===== src/rtl/hdmux_router.sv =====
// Registered 1-to-CHANNELS demultiplexer with valid/ready handshaking.
// Each channel has a one-entry holding register; words go to one channel or are broadcast to all.
module hdmux_router #(
   parameter int unsigned WIDTH    = 16,
   parameter int unsigned CHANNELS = 8,
   parameter int unsigned SEL_W    = (CHANNELS > 1) ? $clog2(CHANNELS) : 1
) (
   input  logic                      clk,
   input  logic                      rst_n,
   input  logic                      in_valid,
   output logic                      in_ready,
   input  logic [WIDTH-1:0]          in_data,
   input  logic [SEL_W-1:0]          in_sel,
   input  logic                      in_bcast,
   output logic [CHANNELS-1:0]       out_valid,
   input  logic [CHANNELS-1:0]       out_ready,
   output logic [CHANNELS*WIDTH-1:0] out_data,
   output logic [7:0]                drop_count
);

   localparam int unsigned DW = CHANNELS * WIDTH;

   logic [CHANNELS-1:0] r_valid;
   logic [DW-1:0]       r_data;
   logic [7:0]          r_drop;

   logic [CHANNELS-1:0] w_free;
   logic [CHANNELS-1:0] w_hit;
   logic [CHANNELS-1:0] w_load;
   logic                w_in_range;
   logic                w_accept;
   logic                w_drop;

   // A channel can take a word when empty or when its consumer drains it this cycle.
   assign w_free = ~r_valid | out_ready;

   // Unicast destination decode; an out-of-range select matches no channel.
   always_comb begin
      w_hit = '0;
      for (int i = 0; i < int'(CHANNELS); i++) begin
         w_hit[i] = (in_sel == SEL_W'(i));
      end
   end

   assign w_in_range = |w_hit;

   always_comb begin
      in_ready = 1'b1;
      if (in_bcast) begin
         in_ready = &w_free;
      end else if (w_in_range) begin
         in_ready = |(w_hit & w_free);
      end
   end

   assign w_accept = in_valid & in_ready;
   assign w_load   = {CHANNELS{w_accept}} & (in_bcast ? {CHANNELS{1'b1}} : w_hit);
   assign w_drop   = w_accept & ~in_bcast & ~w_in_range;

   // Holding registers: reload wins over drain; data is retained after drain.
   always_ff @(posedge clk or negedge rst_n) begin
      if (!rst_n) begin
         r_valid <= '0;
         r_data  <= '0;
      end else begin
         r_valid <= (r_valid & ~out_ready) | w_load;
         for (int i = 0; i < int'(CHANNELS); i++) begin
            if (w_load[i]) begin
               r_data[i*WIDTH +: WIDTH] <= in_data;
            end
         end
      end
   end

   // Saturating count of words discarded for an out-of-range select.
   always_ff @(posedge clk or negedge rst_n) begin
      if (!rst_n) begin
         r_drop <= '0;
      end else if (w_drop && (r_drop != 8'hFF)) begin
         r_drop <= r_drop + 8'd1;
      end
   end

   assign out_valid  = r_valid;
   assign out_data   = r_data;
   assign drop_count = r_drop;

endmodule


===== config.mk =====
export PLATFORM = sky130hd
export DESIGN_NAME = hdmux_router
export DESIGN_NICKNAME = d
export VERILOG_FILES = /design/src/rtl/hdmux_router.sv
export SDC_FILE = /design/constraint.sdc
export NUM_CORES = 1
export LEC_CHECK = 0
export ABC_AREA = 1
export CELL_PAD_IN_SITES_DETAIL_PLACEMENT = 1
export CELL_PAD_IN_SITES_GLOBAL_PLACEMENT = 1
export CORE_ASPECT_RATIO = 0.9
export CORE_MARGIN = 2
export CORE_UTILIZATION = 35
export DETAILED_ROUTE_END_ITERATION = 7
export PLACE_DENSITY = 0.77
export SYNTH_ARGS = -nofsm -noshare
export SYNTH_HDL_FRONTEND = slang
export SYNTH_SLANG_ARGS = --single-unit

===== constraint.sdc =====
create_clock -name clk -period 1.83 [get_ports clk]
set_input_delay 0.2745 -clock clk [delete_from_list [all_inputs] [get_ports clk]]
set_output_delay 0.2745 -clock clk [all_outputs]
set_load 0.01 [all_outputs]

==> flow_summary.yaml, run 1 <==
setup_path:
  cp.required_ns: 1.56
  critPathSlowestCell: "dfrtp_1"
  critPathMaxFanout: 3
  arrival_ns: 1.64
  max_stage_delay_ns: 0.41
  crit_chain: "nand2_2, nand4_1, nor2_1, nand3_2, nand2_4, buf_6"
  reg2reg_depth: 9
  r2r_setup_slack_ns: -0.06
  worstSetupPathType: "reg -> out"
  reg2reg_from: "out_valid[6]$_DFF_PN0_"
  cp-end-kind: "output pin"
  worstReg2RegEnd: "out_data[20]$_DFFE_PN0P_"
  crit_family: "simple AND/OR/NAND/NOR gates"
  start_kind: "register"
  crit_buf_inv: 1
timing:
  layout_setup_ws_ns: -0.08674
  timing.final.crit_share_pct: 104.7
  finalHoldViolCount: 0
  clock_skew_ns: 0.008298
  drv_slew: 0
  period_needed_ns: 1.917
  rsz0062_at_grt: "true"
  setup_viol: 64
  fin_tns_setup_ns: -1.135
  slew_headroom_pct: 68.84
  worst_pin_slew_ns: 0.4673
  fmaxAchievable_mhz: 521.7
placed_design:
  dp_hpwl_microns: 15230
  post-place-cells: 1075
  io_buffers: 175
  place_area_sq_mm: 0.008364
  place.gp.congestion: 0.8463
drt:
  vias: 5928
  via_per_inst: 5.312
  drc: 0
  drt_iter0_drc: 399
  ant_nets: 0
  wl_per_cell_microns: 20.88
  first_pass_iters: 4
  routed_wl_microns: 23310
cts:
  cts_htree_levels: 4
  clock_sinks: 144
  root_buffer: "clkbuf_16"
  clkTransAtPathRegs_ns: 0.06
  cts_buffer_depth: 2
  worstSkewPairLatency_ns: 0.43
  cts_buffers: 17
  cts_tree: "yes"
floorplanning:
  die_x_microns: 143.4
  rows: 45
  die_h_microns: 129.4
  initial_core_util_pct: 35.99
  core_sq_mm: 0.01700
  ios: 176
  dieArea_sq_mm: 0.01856
power_and_ir_drop:
  peakVddDrop_v: 0.0006762
  p_int_uw: 8794
  p_leak_uw: 0.004497
  combPwrFrac_pct: 33.3
  pwr-share-seq_pct: 37.1
  switching_power_uw: 4165
  finalPower_uw: 12960
  power_density_mw_per_mm2: 1418
  clkPwrFrac_pct: 29.5
  swShare_pct: 32.14
global_route:
  grt-ovfl-total: 0
  grt_max_degree: 56
  grt_pass1_wl_microns: 35390
  grtUsageTotal_pct: 25.44
  antenna_found_initial: 0
  grt_pass1_vias: 6155
worst_hold_path:
  hold_end: "out_data[58]$_DFFE_PN0P_"
  hp-start: "in_valid"
  hold_path.class: "in -> reg"
  whs_path_depth: 3
synthesis:
  synth.avg_cell_area_sq_um: 9.053
  synthCells: 676
  yosys_warnings: 0
  synth.distinct_cells: 15
  synth_seq_cells: 144
  seq_area_frac_synth_pct: 58.88
  syn_area_sq_mm: 0.006120
  syn_nets: 707
finish:
  final_nets: 899
  final_area_sq_mm: 0.009136
  drive_gt1_share_pct: 14.64
  area_growth_pct: 49.29
  diodes: 0
  stdcell_count: 1116
run:
  drv_cap: 0
outcome:
  status: "finished with violations"
  violations: "negative setup slack"
-- final cells by class --
cell class	count	area [sq um]
clock inverter	15	215.2
tap	235	294.0
clock buffer	17	425.4
multi-input combinational	449	2128
inverter	12	45.04
timing repair buffer	244	2425
sequential	144	3603
fill	1924	7868
-- worst max path at each step --
stage,from,end,cells past startpoint
global placement,in_sel[0],in_ready,10
floorplan,in_sel[2],out_data[118]$_DFFE_PN0P_,14
finish,out_valid[6]$_DFF_PN0_,in_ready,6
global route,out_valid[6]$_DFF_PN0_,in_ready,6
detailed placement,in_sel[0],out_data[20]$_DFFE_PN0P_,13
CTS,out_valid[7]$_DFF_PN0_,out_data[20]$_DFFE_PN0P_,9
-- synthesized netlist by cell type --
master	count	area share (%)
nand3_1	8	0.65
nand4_1	129	13
buf_4	4	0.49
inv_1	10	0.61
nor2_1	6	0.37
o21ai_1	2	0.16
dfrtp_1	144	59
buf_6	12	2.2
nand3_2	8	1.3
clkbuf_2	10	0.82
nor2_2	2	0.20
buf_2	9	0.74
inv_2	2	0.12
clkbuf_1	36	2.2
nand2_1	294	18
-- tightest hold or removal path, delay by kind of cell --
kind,cells,cell delay [ns]
buf+inv,1,0.23
simple gates,2,0.18
-- cells in the final DEF, fill, tap and decap left out --
cell type / Yosys / final
nand3_2: 8 / 9
o21ai_1: 2 / 2
buf_6: 12 / 7
clkbuf_16: 0 / 17
dlygate4sd2_1: 0 / 3
nor2_1: 6 / 4
nand2_4: 0 / 2
clkinvlp_4: 0 / 3
nand2_2: 0 / 9
dfrtp_1: 144 / 144
clkdlybuf4s50_1: 0 / 169
inv_1: 10 / 10
buf_12: 0 / 11
clkinv_2: 0 / 5
dlygate4sd3_1: 0 / 1
inv_6: 0 / 2
nand2_1: 294 / 283
inv_2: 2 / 2
nor2_4: 0 / 1
nand3_1: 8 / 7
nand4_1: 129 / 129
nor2_2: 2 / 3
buf_4: 4 / 53
bufinv_16: 0 / 5
-- through the flow --
stage                     utilization, %  hold slack (ns)  setup WS, ns
after detailed placement           49.19           0.2417       -0.5627
after CTS                          53.33           0.2787      -0.04717
after global routing               53.73           0.2990       -0.1490
final                              53.73           0.2966      -0.08674
after floorplan                        -         -0.02109        0.2857
after global placement             49.19           0.2307       -0.4358
-- kinds of logic after synthesis --
logic type,count (synthesis),share of synthesized area [%]
AO/OA/AOI/OAI,2,0.1636
buffers and inverters,83,7.197
flip-flops,144,58.88
AND/OR/NAND/NOR,447,33.76
-- state kept, by name, summed over array words and instances, names as in the netlist --
| signal | cells |
|---|---|
| out_data | 128 |
| out_valid | 8 |
| drop_count | 8 |
-- routing by layer --
metal / GRT usage, % / routed length [microns] / part of all wire (%) / up-vias
li1: - / - / - / 2645
met1: 33.09 / 10110 / 43 / 2991
met2: 41.04 / 11100 / 48 / 237
met3: 5.765 / 1311 / 5.6 / 55
met4: 10.96 / 777 / 3.3 / 0
met5: 0 / 0 / 0 / -
-- power groups by stage --
stage | Combinational, uW | Sequential (uW) | Clock, uW
6_report | 4320 | 4810 | 3830
5_1_grt | 4670 | 4910 | 4020
4_1_cts | 4320 | 4800 | 3880
3_5_place_dp | 4250 | 4830 | 0
3_3_place_gp | 4080 | 4800 | 0
2_1_floorplan | 1220 | 5100 | 0
-- what timing repair did --
item,CTS,global route
endpoints found under the setup margin,133,137
pin swaps,2,12
buffers inserted,2,6
hold endpoints to repair,44,0
resized for setup,22,7
hold buffers,1,0
Power figures use the tool's default switching activity.
==> inputs of run 2 (changes only) <==
Settings changed: GPL_TIMING_DRIVEN set to 0.
==> run 2 against run 1 <==
Against the previous run: the run still ends with negative setup slack left; largest cell class unchanged; non-clock buffer count decreased by 1; clock skew is 0.0018 ns lower; via count increased by 0.61%; first-iteration DRC count is 22% lower; design area down 2.5%; combinational power barely moved; final cell count is essentially flat; count of clock-buffer cells in the layout is 2 higher; core utilization shrank 1.3 points; flip-flop and latch count unchanged.
==> flow_summary.yaml, run 2 (synthesis gave the netlist of run 1 again) <==
global_route:
  antenna_found_initial: 0
  grt_max_degree: 77
  grt_pass1_vias: 5972
  grt-ovfl-total: 0
  grtUsageTotal_pct: 25.58
  grt_pass1_wl_microns: 35000
timing:
  timing.final.crit_share_pct: 108.6
  slew_headroom_pct: 48.14
  layout_setup_ws_ns: -0.1569
  rsz0062_at_grt: "true"
  period_needed_ns: 1.987
  drv_slew: 0
  finalHoldViolCount: 0
  clock_skew_ns: 0.006514
  fin_tns_setup_ns: -6.906
  worst_pin_slew_ns: 0.7780
  fmaxAchievable_mhz: 503.3
  setup_viol: 114
finish:
  largest_reg_flops: 128
  final_util_pct: 52.41
  diodes: 0
  area_growth_pct: 45.63
  drive_gt1_share_pct: 13.07
  final_common_cell: "nand2_1"
  final_cell_mix: "nand2_1, clkdlybuf4s50_1, dfrtp_1"
  final_nets: 898
  stdcell_count: 1115
  fillCellCount: 1919
floorplanning:
  die_h_microns: 129.4
  die_x_microns: 143.4
  rows: 45
  initial_core_util_pct: 35.99
  ios: 176
  core_sq_mm: 0.01700
  dieArea_sq_mm: 0.01856
placed_design:
  post-place-cells: 1069
  post-place-ws_ns: -0.9137
  io_buffers: 157
  dp_hpwl_microns: 15710
  place.gp.congestion: 0.8005
cts:
  clock_sinks: 144
  clkTransAtPathRegs_ns: 0.06
  worstSkewPairLatency_ns: 0.43
  root_buffer: "clkbuf_16"
  cts_htree_levels: 4
  cts_buffer_depth: 2
  cts_tree: "yes"
  cts_buffers: 17
run:
  drv_cap: 0
worst_hold_path:
  hold_path.class: "in -> reg"
setup_path:
  arrival_ns: 1.71
  critPathMaxFanout: 3
  cp.required_ns: 1.56
  cp-end-kind: "output pin"
  start_kind: "register"
  worstSetupPathType: "reg -> out"
drt:
  vias: 5964
  routed_wl_microns: 23540
  drt_iter0_drc: 310
  ant_nets: 0
  via_per_inst: 5.349
  first_pass_iters: 5
  wl_per_cell_microns: 21.11
  drc: 0
outcome:
  status: "finished with violations"
  violations: "negative setup slack"
power_and_ir_drop:
  p_leak_uw: 0.004333
  peakVddDrop_v: 0.0006800
  finalPower_uw: 12900
  power_density_mw_per_mm2: 1448
## run 2: worst paths after layout
path / cells past startpoint / from / endpoint / slack, ns
max: 10 / out_valid[0]$_DFF_PN0_ / in_ready / -0.16
min: 3 / in_data[6] / out_data[6]$_DFFE_PN0P_ / 0.35
max reg2reg: 11 / out_valid[0]$_DFF_PN0_ / out_data[96]$_DFFE_PN0P_ / -0.10
min reg2reg: 1 / drop_count[1]$_DFFE_PN0P_ / drop_count[1]$_DFFE_PN0P_ / 0.45
max in group asynchronous: 3 / rst_n / drop_count[3]$_DFFE_PN0P_ / 0.61
min in group asynchronous: 2 / rst_n / out_data[3]$_DFFE_PN0P_ / 0.42
## run 2: final cells by class
class,instances,area (sq um),share of cell area [%]
sequential,144,3603,40.43
clock inverter,13,183.9,2.064
clock buffer,19,452.9,5.082
inverter,12,45.04,0.5054
tap,235,294.0,3.299
buffer,71,422.9,4.745
multi-input combinational,449,2201,24.69
timing repair buffer,172,1709,19.18
## run 2: per-layer routing
metal	global-route usage [%]	vias up	wire (microns)	part of all wire [%]
li1	-	2647	-	-
met1	34.00	3035	9939	42
met2	42.27	241	11560	49
met3	4.176	41	1421	6.0
met4	9.804	0	625	2.7
met5	0	-	0	0
## run 2: worst max-delay path, stage by stage, from the launching register on
cell and delay (ns):
dfrtp_1 0.38, nand2_2 0.11, nand3_2 0.09, nand2_1 0.06, nor2_1 0.11, nand2_1 0.06, nand2_1 0.07, nand2_2 0.06
buf_6 0.12, buf_6 0.11, buf_6 0.11
## run 2: where the power goes
group	switching (uW)	internal, uW
Sequential	648	4130
Clock	1430	2360
Combinational	2120	2230
Total	4200	8710
## run 2: stage by stage
step           instance area (sq um)  hold WS (ns)
5_1_grt                         8912        0.3381
3_3_place_gp                    7985        0.4391
3_5_place_dp                    8014        0.3324
4_1_cts                         8756        0.3284
6_report                        8912        0.3462
2_1_floorplan                   6120      -0.02109
## run 2: repair_timing
action | in CTS | in global routing
endpoints found under the hold margin | 68 | 0
hold buffers | 1 | 0
setup endpoints to repair | 120 | 137
pin swaps | 6 | 12
buffers inserted | 5 | 8
resized for setup | 27 | 25
